===== src/rtl/serv_alu_wide.sv =====
// serv_alu_wide: W-bit-per-beat ALU with its own beat counter, carry, equality and compare state.
// Optional signed-overflow output o_ovf is enabled by defining SERV_ALU_WIDE_OVF_EN.
module serv_alu_wide #(
  parameter int unsigned W    = 4,
  parameter int unsigned XLEN = 32
) (
  input  logic         clk,
  input  logic         i_rst,
  input  logic         i_start,
  input  logic         i_en,
  input  logic         i_sub,
  input  logic [1:0]   i_bool_op,
  input  logic         i_cmp_eq,
  input  logic         i_cmp_sig,
  input  logic [2:0]   i_rd_sel,
  input  logic [W-1:0] i_rs1,
  input  logic [W-1:0] i_op_b,
  input  logic [W-1:0] i_buf,
  output logic [W-1:0] o_rd,
  output logic         o_cmp,
  output logic         o_busy,
  output logic         o_done
`ifdef SERV_ALU_WIDE_OVF_EN
  ,
  output logic         o_ovf
`endif
);

  localparam int unsigned N  = XLEN / W;
  localparam int unsigned CW = (N > 1) ? $clog2(N) : 1;

  localparam logic [0:0] IDLE = 1'b0;
  localparam logic [0:0] RUN  = 1'b1;

  if (!(W == 1 || W == 2 || W == 4 || W == 8 || W == 16 || W == 32) || (XLEN % W) != 0)
  begin : g_bad_w
    $error("serv_alu_wide: unsupported W/XLEN combination");
  end

  logic [0:0]    state;
  logic [CW-1:0] cnt;
  logic          cy_r;
  logic          eq_r;
  logic          cmp_r;

  logic          beat0;
  logic          last;
  logic          step;
  logic          cin;
  logic          cout;
  logic          sum_zero;
  logic          lt;
  logic [W-1:0]  add_b;
  logic [W-1:0]  sum;
  logic [W-1:0]  bool_res;
  logic [W-1:0]  slt_res;

  assign beat0 = (state == IDLE) && i_start && i_en;
  assign step  = beat0 || ((state == RUN) && i_en);

  if (N == 1) begin : g_single
    assign last = beat0;
  end else begin : g_multi
    assign last = (state == RUN) && i_en && (cnt == CW'(N - 1));
  end

  assign add_b          = i_op_b ^ {W{i_sub}};
  assign cin            = beat0 ? i_sub : cy_r;
  assign {cout, sum}    = {1'b0, i_rs1} + {1'b0, add_b} + {{W{1'b0}}, cin};
  assign sum_zero       = (sum == '0);
  // Sign extension is taken from the un-inverted operand b, hence the ~ on its term.
  assign lt             = (i_rs1[W-1] & i_cmp_sig) ^ ~(i_op_b[W-1] & i_cmp_sig) ^ cout;
  assign bool_res       = ((i_rs1 ^ i_op_b) & {W{~i_bool_op[0]}})
                        | ({W{i_bool_op[1]}} & i_rs1 & i_op_b);

  always_comb begin
    slt_res    = '0;
    slt_res[0] = cmp_r & beat0;
  end

  assign o_rd   = i_buf
                | ({W{i_rd_sel[0]}} & sum)
                | ({W{i_rd_sel[1]}} & slt_res)
                | ({W{i_rd_sel[2]}} & bool_res);
  assign o_cmp  = cmp_r;
  assign o_busy = (state == RUN);

  always_ff @(posedge clk or posedge i_rst) begin
    if (i_rst) begin
      state  <= IDLE;
      cnt    <= '0;
      cy_r   <= 1'b0;
      eq_r   <= 1'b0;
      cmp_r  <= 1'b0;
      o_done <= 1'b0;
    end else begin
      o_done <= last;
      if (step) begin
        cy_r <= cout;
        eq_r <= sum_zero & (beat0 | eq_r);
      end
      if (last) begin
        cmp_r <= i_cmp_eq ? (sum_zero & (beat0 | eq_r)) : lt;
        state <= IDLE;
        cnt   <= '0;
      end else if (beat0) begin
        state <= RUN;
        cnt   <= CW'(1);
      end else if (step) begin
        cnt <= cnt + CW'(1);
      end
    end
  end

`ifdef SERV_ALU_WIDE_OVF_EN
  // Carry into the MSB is recovered from the MSB sum bit and its two addends.
  always_ff @(posedge clk or posedge i_rst) begin
    if (i_rst) begin
      o_ovf <= 1'b0;
    end else if (last) begin
      o_ovf <= cout ^ (sum[W-1] ^ i_rs1[W-1] ^ add_b[W-1]);
    end
  end
`endif

endmodule

===== config.mk =====
export PLATFORM = sky130hd
export DESIGN_NAME = serv_alu_wide
export DESIGN_NICKNAME = d
export VERILOG_FILES = /design/src/rtl/serv_alu_wide.sv
export SDC_FILE = /design/constraint.sdc
export NUM_CORES = 1
export LEC_CHECK = 0
export ABC_AREA = 0
export CORE_UTILIZATION = 42
export DETAILED_ROUTE_END_ITERATION = 8
export PLACE_DENSITY = 0.78
export SLEW_MARGIN = 30
export SYNTH_ARGS = -nofsm -noshare
export SYNTH_HDL_FRONTEND = slang
export SYNTH_SLANG_ARGS = --single-unit

===== constraint.sdc =====
create_clock -name clk -period 3 [get_ports clk]
set_input_delay 0.6 -clock clk [delete_from_list [all_inputs] [get_ports clk]]
set_output_delay 0.6 -clock clk [all_outputs]
set_load 0.03 [all_outputs]

==> metrics.txt <==
outcome=finished, final reports clean; vias in the first global route=918; reg-to-reg slack, setup=about 0.56 ns; Tot GR Track Use=0.273; initial antenna violation count=0; Final Setup Violations=0; top-count cell post-synth=inv_1; Post-Synthesis Net Count=around 130; drt via density=~5.5; Slew HR=0.617; Critical Path Source Type=input port; Detailed Routing Iterations Pass 1=4; highest clock rate=roughly 340 MHz; share of flip-flops with an asynchronous set or reset=1.00; clock sinks=8; Worst R2R Start=o_busy$_DFFE_PP0P_; Final min period=~3 ns; die area=roughly 0.0020 mm2; Worst-path clk slew=0.05 ns; Routed WL=approximately 2500 um; Worst Path Required=2.40 ns; CTS tree=yes; Top FF cell, synth=dfrtp_1; FILL cells=between 100 and 150; gpl congestion=0.812; Skew-Pair Late Insertion Delay=roughly 0.25 ns; clk root buf=clkbuf_4; sequential area share after synthesis=0.257; Die Width=45.0 um; HP Start=cy_r$_DFFE_PP0P_; number of diodes=0; Final Hold Fails=0; synth unique cells=34; area leader, netlist=dfrtp_1; proportion of layout cells with a drive suffix above 1=0.317; # rows=15; Ys Warns=0; GRT overflow=0; Reg2Reg Depth=10; Nets=178; Slew Viols, Final=0; Crit Path Max Fanout=3; max_cap viols=0; Lkg Pwr=~0.61 nW; WHS Endpoint=cy_r$_DFFE_PP0P_; DR WL/cell=between 10 and 15 um; Pwr Total=0.000657 W; WP data arrival=2.34 ns; initial core utilization=0.451; share of the synthesized area in the top cell type=0.257; H-tree depth=1; Clock Skews=approximately 0.0023 ns; Final WS setup=0.0617 ns; Buffers on Ports=30; Setup CP Type=in2out; post-place setup slack=-0.385 ns; Cells on Worst Hold Path=1; Critical R2R Capture=o_cmp$_DFFE_PP0P_; synthesized area=~800 um2; io pins=31; Core Region=0.00173 mm2; number of synthesized flops with an enable pin=0; Synth Area per Inst=between 8 and 9 um2; worst min path class=reg2reg; die height=approximately 45 um; Max IR drop VDD=~0.0004 V; Power Dens Cells=502 mW/mm2; Mapped Cells=94; Clock Tree Buf Depth=2; post-detailed-route count of antenna-violating nets=0; actual slew at the worst max-slew pin=0.568 ns; crit path from=i_op_b[1]; synth cell count leaders=inv_1, dfrtp_1, o21ai_0, a21oi_1; P&R area growth vs syn=68.2%; number of CTS-inserted buffers=3; maximum number of pins on one net before global-route repair=9; vias=around 930; initial drt markers=22; Synth area leaders=dfrtp_1, ha_1, fa_1; Final HPWL DP=roughly 2000 um; first-pass GRT wire length=a little under 4000 um; drt drc=0; Post-CTS Hold Buffers=0; fin crit share=0.979; Setup crit end kind=output port; Synth Register Bits=8
==> critical path, stage by stage <==
cell and delay, ns:
clkdlybuf4s50_1 0.52, xor2_1 0.21, buf_4 0.15, fa_2 0.45
a21oi_2 0.16, o21ai_1 0.08, buf_4 0.17
==> cell type report <==
class / count / area [um2] / area share
sequential: 8 / 200 / 0.153
clock buffer: 3 / 22.5 / 0.0172
inverter: 10 / 37.5 / 0.0287
multi-input combinational: 75 / 594 / 0.454
timing repair buffer: 49 / 423 / 0.323
tap: 25 / 31.3 / 0.0239
==> per-layer routing <==
metal,vias to the layer above,routed length [um],part of all wire,global-route usage
met3,2,96,0.038,0.0720
met1,460,1120,0.45,0.345
met2,23,1290,0.51,0.467
met5,-,0,0,0
met4,0,4,0.0016,0.0545
li1,449,-,-,-
==> registers in the layout (all words and copies together), names as in the netlist <==
name / flops
cnt: 3
cy_r: 1
eq_r: 1
o_busy: 1
o_cmp: 1
o_done: 1
==> per-stage QoR <==
stage                util  area, um2  cells  hold slack [ns]   TNS, ns
floorplan               -        790     94            0.416         0
global placement    0.720       1240    166            0.480     -1.09
detailed placement  0.720       1240    166            0.486     -1.43
CTS                 0.759       1310    170            0.522         0
global route        0.758       1310    170            0.535  -0.00189
finish              0.758       1310    170            0.518         0
==> how the worst max path moves through the flow <==
stage / end / slack (ns) / depth (start not counted)
after floorplan: o_rd[1] / 0.08 / 7
after global placement: o_rd[2] / -0.34 / 10
after detailed placement: o_rd[2] / -0.39 / 10
after CTS: o_rd[1] / 0.002 / 10
after global routing: o_rd[1] / -0.002 / 7
final: o_rd[1] / 0.06 / 7
==> power by group <==
group | switching, W | internal (W)
Clock | 0.0000366 | 0.0000458
Sequential | 0.0000276 | 0.000142
Combinational | 0.000197 | 0.000208
Total | 0.000261 | 0.000396
==> placed cells by master (no fill, tap or decap), types with 2 or more instances in the layout <==
| cell | Yosys | final |
|---|---|---|
| fa_2 | 0 | 2 |
| buf_2 | 0 | 2 |
| dfrtp_1 | 8 | 8 |
| clkbuf_4 | 0 | 3 |
| a22o_1 | 2 | 2 |
| nor2_1 | 6 | 5 |
| nor3b_1 | 2 | 2 |
| buf_4 | 0 | 22 |
| a21o_2 | 2 | 2 |
| nand3_1 | 4 | 4 |
| nand2_1 | 6 | 5 |
| nand3b_1 | 2 | 2 |
| a21oi_1 | 7 | 5 |
| xnor2_2 | 0 | 2 |
| xor2_1 | 3 | 3 |
| nand4_1 | 2 | 2 |
| o2111ai_1 | 2 | 2 |
| inv_1 | 10 | 9 |
| clkdlybuf4s50_1 | 0 | 21 |
| a31oi_1 | 2 | 2 |
| a21oi_2 | 0 | 2 |
| a22oi_1 | 3 | 3 |
| ha_1 | 5 | 5 |
| o21ai_0 | 8 | 7 |
==> timing repair <==
item / 4_1_cts / 5_1_grt
endpoints found under the setup margin: 6 / 3
pin swaps: 6 / 7
resized for setup: 20 / 8
setup buffers: 1 / 0
cloned: 0 / 0
==> kinds of logic after synthesis <==
logic type | synth area share
DFF | 0.257
buffers and inverters | 0.0531
xor gates and xnor gates | 0.0675
and+or+nand+nor | 0.182
AOI/OAI and AO/OA | 0.281
adders and majority gates | 0.132
muxes | 0.0273
Power figures use the tool's default switching activity.
